## src/rtl/ysyx_25040109_lsu.sv

```systemverilog
// Load/store unit: one transaction in flight, sitting between execute and write-back.
// Formats store masks/data on the way out and aligns/extends load data on the way back.
module ysyx_25040109_lsu (
   input  logic        clk,
   input  logic        rst,
   input  logic        in_valid,
   output logic        in_ready,
   input  logic        in_mem_ren,
   input  logic        in_mem_wen,
   input  logic [2:0]  in_funct3,
   input  logic [31:0] in_result,
   input  logic [31:0] in_wdata,
   input  logic [4:0]  in_rd_addr,
   input  logic        in_reg_write,
   output logic        out_valid,
   input  logic        out_ready,
   output logic [31:0] out_wb_data,
   output logic [4:0]  out_rd_addr,
   output logic        out_reg_write,
   output logic        out_misalign,
   output logic        mem_req_valid,
   input  logic        mem_req_ready,
   output logic [31:0] mem_req_addr,
   output logic        mem_req_wen,
   output logic [31:0] mem_req_wdata,
   output logic [3:0]  mem_req_wmask,
   input  logic        mem_rsp_valid,
   input  logic [31:0] mem_rsp_rdata
);

   typedef enum logic [1:0] {S_IDLE, S_REQ, S_WAIT, S_DONE} state_e;

   state_e      state_q, state_d;
   logic [31:0] addr_q, wdata_q, rdata_q;
   logic [2:0]  funct3_q;
   logic [4:0]  rd_q;
   logic        regw_q, load_q, store_q, mis_q;

   // Both enables set counts as a store; funct3[1] alone marks a word access.
   logic in_store, in_load, in_mis, accept;
   assign in_store = in_mem_wen;
   assign in_load  = in_mem_ren & ~in_mem_wen;
   assign in_mis   = (in_store | in_load) &
                     (((in_funct3[1:0] == 2'b01) & in_result[0]) |
                      (in_funct3[1] & (|in_result[1:0])));
   assign accept   = in_valid & (state_q == S_IDLE);

   always_comb begin
      state_d = state_q;
      unique case (state_q)
         S_IDLE: if (in_valid) state_d = ((in_store | in_load) & ~in_mis) ? S_REQ : S_DONE;
         S_REQ:  if (mem_req_ready) state_d = S_WAIT;
         S_WAIT: if (mem_rsp_valid) state_d = S_DONE;
         S_DONE: if (out_ready) state_d = S_IDLE;
         default: state_d = S_IDLE;
      endcase
   end

   always_ff @(posedge clk or posedge rst) begin
      if (rst) begin
         state_q  <= S_IDLE;
         addr_q   <= '0;
         wdata_q  <= '0;
         rdata_q  <= '0;
         funct3_q <= '0;
         rd_q     <= '0;
         regw_q   <= 1'b0;
         load_q   <= 1'b0;
         store_q  <= 1'b0;
         mis_q    <= 1'b0;
      end else begin
         state_q <= state_d;
         if (accept) begin
            addr_q   <= in_result;
            wdata_q  <= in_wdata;
            funct3_q <= in_funct3;
            rd_q     <= in_rd_addr;
            regw_q   <= in_reg_write;
            load_q   <= in_load;
            store_q  <= in_store;
            mis_q    <= in_mis;
         end
         if (state_q == S_WAIT && mem_rsp_valid) rdata_q <= mem_rsp_rdata;
      end
   end

   logic [31:0] rshift, load_fmt;
   assign rshift = rdata_q >> {addr_q[1:0], 3'b000};

   always_comb begin
      unique case (funct3_q)
         3'b000:  load_fmt = {{24{rshift[7]}}, rshift[7:0]};
         3'b001:  load_fmt = {{16{rshift[15]}}, rshift[15:0]};
         3'b100:  load_fmt = {24'd0, rshift[7:0]};
         3'b101:  load_fmt = {16'd0, rshift[15:0]};
         default: load_fmt = rshift;
      endcase
   end

   always_comb begin
      mem_req_wmask = 4'b0000;
      unique case (funct3_q[1:0])
         2'b00:   mem_req_wdata = {4{wdata_q[7:0]}};
         2'b01:   mem_req_wdata = {2{wdata_q[15:0]}};
         default: mem_req_wdata = wdata_q;
      endcase
      if (store_q) begin
         unique case (funct3_q[1:0])
            2'b00:   mem_req_wmask = 4'b0001 << addr_q[1:0];
            2'b01:   mem_req_wmask = 4'b0011 << addr_q[1:0];
            default: mem_req_wmask = 4'b1111;
         endcase
      end
   end

   assign in_ready      = (state_q == S_IDLE);
   assign mem_req_valid = (state_q == S_REQ);
   assign mem_req_addr  = {addr_q[31:2], 2'b00};
   assign mem_req_wen   = store_q;
   assign out_valid     = (state_q == S_DONE);
   assign out_wb_data   = (load_q & ~mis_q) ? load_fmt : addr_q;
   assign out_rd_addr   = rd_q;
   assign out_reg_write = out_valid & regw_q & ~store_q & ~mis_q;
   assign out_misalign  = out_valid & mis_q;

endmodule

```

## config.mk

```make
export PLATFORM = sky130hd
export DESIGN_NAME = ysyx_25040109_lsu
export DESIGN_NICKNAME = d
export VERILOG_FILES = /design/src/rtl/ysyx_25040109_lsu.sv
export SDC_FILE = /design/constraint.sdc
export NUM_CORES = 1
export LEC_CHECK = 0
export BUFFER_PORTS_ARGS = -buffer_cell sky130_fd_sc_hd__buf_4
export CAP_MARGIN = 30
export CELL_PAD_IN_SITES_DETAIL_PLACEMENT = 0
export CELL_PAD_IN_SITES_GLOBAL_PLACEMENT = 1
export CORE_MARGIN = 2
export CORE_UTILIZATION = 34
export DETAILED_ROUTE_END_ITERATION = 8
export PLACE_DENSITY = 0.73
export SYNTH_ARGS = -nofsm -noshare
export SYNTH_HDL_FRONTEND = slang
export SYNTH_SLANG_ARGS = --single-unit
export TNS_END_PERCENT = 5
```

## constraint.sdc

```tcl
create_clock -name clk -period 3.11 [get_ports clk]
set_clock_uncertainty 0.2 [all_clocks]
set_input_delay 0.311 -clock clk [delete_from_list [all_inputs] [get_ports clk]]
set_output_delay 0.311 -clock clk [all_outputs]
set_load 0.005 [all_outputs]
```

==> run summary <==
The run finished with clean final reports. The tools report the HPWL reported at the end of detailed placement as 12620 um. The final RePlAce weighted congestion was 0.8263; the clock latency on the worst-skew pair was 0.35 ns. The power density of the placed cells works out to 1025 nW/um^2. Most common cell in the synthesized netlist: sky130_fd_sc_hd__mux2_2.

Initial antenna violation count: 1. STA classifies the critical path startpoint as a flip-flop. Row generation in the floorplan step produced 47 rows. The post-synthesis mux area share was 0.2923; the total of flip-flops plus latches after synthesis was 110. The switching power share of the total came out at 0.3712.

Entering global routing, the biggest net connects 49 pins. The width of the chip was 134.8 um. The floorplan step defined a die boundary enclosing 18180 um^2. The total length of routed wires was 17670 um. The setup check on the worst reg-to-reg path leaves a slack of 0.91 ns. Before antenna repair, the detailed router went through 4 iterations. The number of gates resized after CTS was 0.

After the first detailed-routing iteration, the DRC count stood at 241. The part of the cycle the worst path needs is 0.9133. For this run, the number of standard cells in the final layout without fillers is 1006. The number of cells on the worst reg-to-reg path is 5. The number of enable flip-flop cells after synthesis was 0; the fraction of registers with async set or reset after synthesis was 1.000. The tools report the vias after detailed routing as 4801. The most used flip-flop cell after synthesis is sky130_fd_sc_hd__dfrtp_1.

The count of filler cells inserted in the layout is 1455. The synthesized design spends more area on one cell type than any other, namely sky130_fd_sc_hd__dfrtp_1. STA classifies the critical path endpoint as a primary output. The fraction of the mapped netlist area in adder cells came out at 0.01075.

After synthesis, the largest family of logic cells by area is multiplexers. The most prevalent standard cell on the critical path is sky130_fd_sc_hd__buf_4. The logs give 0.128 for the clock share of power and 5821 um^2 for the combined area of all synthesized cells. The share of final-layout standard cells stronger than drive strength 1 came out at 0.4904. The critical path goes through buf_4 > mux2i_1 > a222oi_1 > buf_4 > a21oi_2 > a21oi_1 > buf_4.

The mean post-synth cell area was 11.64 um^2. For this design, the sink count on the clock tree is 110. The sequential standard cell area was 2753 um^2; the layout-stage area growth over the synthesis result was 51.23%.

The run gives 0.5367 as the relative slew slack. Synthesis produced 500 cells. The slew at the pin with the worst max-slew slack was 0.6934 ns.

Effective utilization at floorplan: 0.3497. In this run the most critical hold path is launched from in_result[0]. For the combinational share of power, the log shows 0.558. STA puts the critical path data required time at 2.60 ns. On the worst path, the slowest cell contributes a delay of 0.47 ns. Yosys printed 0 warnings. The number of buffers inserted by port buffering works out to 221. The worst path in the final design needs a cycle of 2.840 ns, including I/O delays and setup.

The run gives 0 as the residual antenna-violating net count after detailed routing. The critical register-to-register path startpoint is state_q[0]. The peak clock frequency supported by timing is 352.1 MHz, and the portion of synthesized cell area occupied by the leading cell type is 0.4729. The final setup violation count is 0, and the routed wirelength normalized by instance count is 17.56 um.

Data on the critical path arrives at its endpoint at 2.33 ns. The design draws 0.009024 W. Via density per instance: 4.772. In the final design database the tool counted 898 nets. The part of the total power dissipated in sequential elements is 0.314. During I/O placement, the number of pins put on the boundary was 224. Once placement completed, the tool counted placed cells totaling 885. The logs give 9 for the number of buffers created by CTS and 5150 for the number of global-route vias before repair.

The H-tree was split into 3 levels. The global-route wire length before repair was 27750 um; the maximum buffer depth of the clock tree was 2. The tools report the total routing usage reported by global routing as 0.1974.

The sequential-to-total area share from yosys stat was 0.4729. The area share of xor/xnor cells in the synthesized design is 0, and the die span in y is 134.8 um. The highest net fanout along the worst path was 12.

The worst min-delay path class was input pin to flip-flop. For the area of the multi-input gates, the log shows 2621 um^2. The total area inside the core boundary comes to 16640 um^2.

The number of hold violations in the final report is 0, and the clock-pin slew on the worst setup and hold paths is 0.08 ns. The analysis attributes to net switching a power of 0.003350 W. The run gives 0.5289 as the share of the core filled with cells in the final layout.

The number of stages on the worst hold path was 2. In this run the critical register-to-register path is captured at addr_q[26]. The tree is rooted in a sky130_fd_sc_hd__clkbuf_16. TritonCTS built the clock tree.

The netlist uses 36 different library cells. After detailed routing, the number of remaining DRC violations is 0. The commonest cells after synthesis are 128 x sky130_fd_sc_hd__mux2_2, 110 x sky130_fd_sc_hd__dfrtp_1, 41 x sky130_fd_sc_hd__buf_4.

Setup repair after global routing left no endpoint under its margin. The classification of the worst setup path is flip-flop to primary output. The tools report the worst vdd rail ir drop as 0.0004820 V. After synthesis, the cell types taking the most area are sky130_fd_sc_hd__dfrtp_1 47%, sky130_fd_sc_hd__mux2_2 25%, sky130_fd_sc_hd__buf_4 5.3%. Worst slack at placement: 0.6504 ns. Among all stages on the critical path, the largest delay is contributed by sky130_fd_sc_hd__dfrtp_1. For this design the static power due to leakage is 4.083 nW.

The final count of pins violating max slew is 0. The fraction of the mapped netlist area in simple logic gates is 0.06040. The share of the synthesized area in compound gates (AO/OA/AOI/OAI) was 0.08383; the internal power consumption was 0.005674 W. The tools report the max-capacitance violation count as 0.

For the aggregate global routing overflow, the log shows 0. The slack of the critical path was 0.2697 ns. For hold timing, the worst endpoint is addr_q[0]. The aggregate negative setup slack is 0 ns.
-- layout make-up --
cell class	instances	share of cell area
Timing Repair Buffer	339	0.3215
Multi-Input combinational cell	313	0.2978
Tap cell	220	0.03127
Inverter	7	0.003412
Antenna cell	1	0.0002843
Sequential cell	110	0.3127
Clock inverter	6	0.005828
Clock buffer	10	0.02715
-- cells in the final DEF (no fill, tap or decap), types with 3 or more instances in the layout --
cell                              n
sky130_fd_sc_hd__a211oi_1         5
sky130_fd_sc_hd__nand2b_1         3
sky130_fd_sc_hd__o21a_1           3
sky130_fd_sc_hd__inv_6            3
sky130_fd_sc_hd__nand2_1         22
sky130_fd_sc_hd__o21ai_0         11
sky130_fd_sc_hd__clkbuf_16        9
sky130_fd_sc_hd__dlygate4sd3_1  104
sky130_fd_sc_hd__mux2_2         128
sky130_fd_sc_hd__inv_1            6
sky130_fd_sc_hd__o2bb2ai_1        9
sky130_fd_sc_hd__buf_4          233
sky130_fd_sc_hd__dfrtp_1        110
sky130_fd_sc_hd__nor2_1          38
sky130_fd_sc_hd__ha_1             5
sky130_fd_sc_hd__o22a_1           8
sky130_fd_sc_hd__mux2i_1         26
sky130_fd_sc_hd__nor2b_1          8
sky130_fd_sc_hd__a21oi_1         25
-- metrics by stage --
step	instance area (um^2)	hold WS, ns
after global routing	8802	0.005095
final	8802	0.007548
after detailed placement	7468	0.2624
after global placement	7468	0.2467
after floorplan	5828	0.2591
after CTS	8800	0.002817
-- power by group through the flow --
stage	Clock [W]	Sequential, W	Combinational [W]
floorplan	0	0.00258	0.00309
global placement	0	0.00282	0.00488
detailed placement	0	0.00285	0.00494
CTS	0.00120	0.00283	0.00507
global route	0.00125	0.00294	0.00550
finish	0.00116	0.00283	0.00504
-- worst max path at each step --
| stage | to | startpoint |
|---|---|---|
| after floorplan | out_wb_data[30] | funct3_q[0] |
| after global placement | out_wb_data[24] | addr_q[0] |
| after detailed placement | out_wb_data[25] | addr_q[0] |
| after CTS | out_wb_data[25] | addr_q[0] |
| after global routing | out_wb_data[24] | addr_q[0] |
| final | out_wb_data[24] | addr_q[0] |
-- sequential cells by signal (all words and copies together) (netlist names) --
name	count
addr_q	32
funct3_q	3
load_q	1
mem_req_wen	1
mis_q	1
out_rd_addr	5
rdata_q	32
regw_q	1
state_q	2
wdata_q	32
-- worst max-delay path: cells and delay by family, from the launching register on --
kind	cells	cell delay, ns
buffers and inverters	3	0.59
DFF	1	0.47
AOI/OAI and AO/OA	3	0.66
muxes	1	0.26
-- kinds of logic (layout without fill, tap and decap cells) --
family | after synthesis | count (layout)
adder cells (fa/ha/maj) | 5 | 5
buffers and inverters | 78 | 362
AO/OA/AOI/OAI | 72 | 72
flip-flops | 110 | 110
other | 1 | 3
AND/OR/NAND/NOR | 80 | 80
multiplexers | 154 | 154
-- routing by layer --
| layer | track usage | wire, um | vias up |
|---|---|---|---|
| met5 | 0 | 0 | - |
| met4 | 0.06316 | 295 | 0 |
| met3 | 0.05068 | 1175 | 21 |
| met2 | 0.3435 | 8791 | 177 |
| met1 | 0.2391 | 7403 | 2319 |
| li1 | - | - | 2284 |
-- repair_timing --
action / 4_1_cts / 5_1_grt
setup buffers: 0 / 0
endpoints found under the hold margin: 130 / 0
hold buffers: 104 / 0
Note: power is estimated with default switching activity, not from simulation.
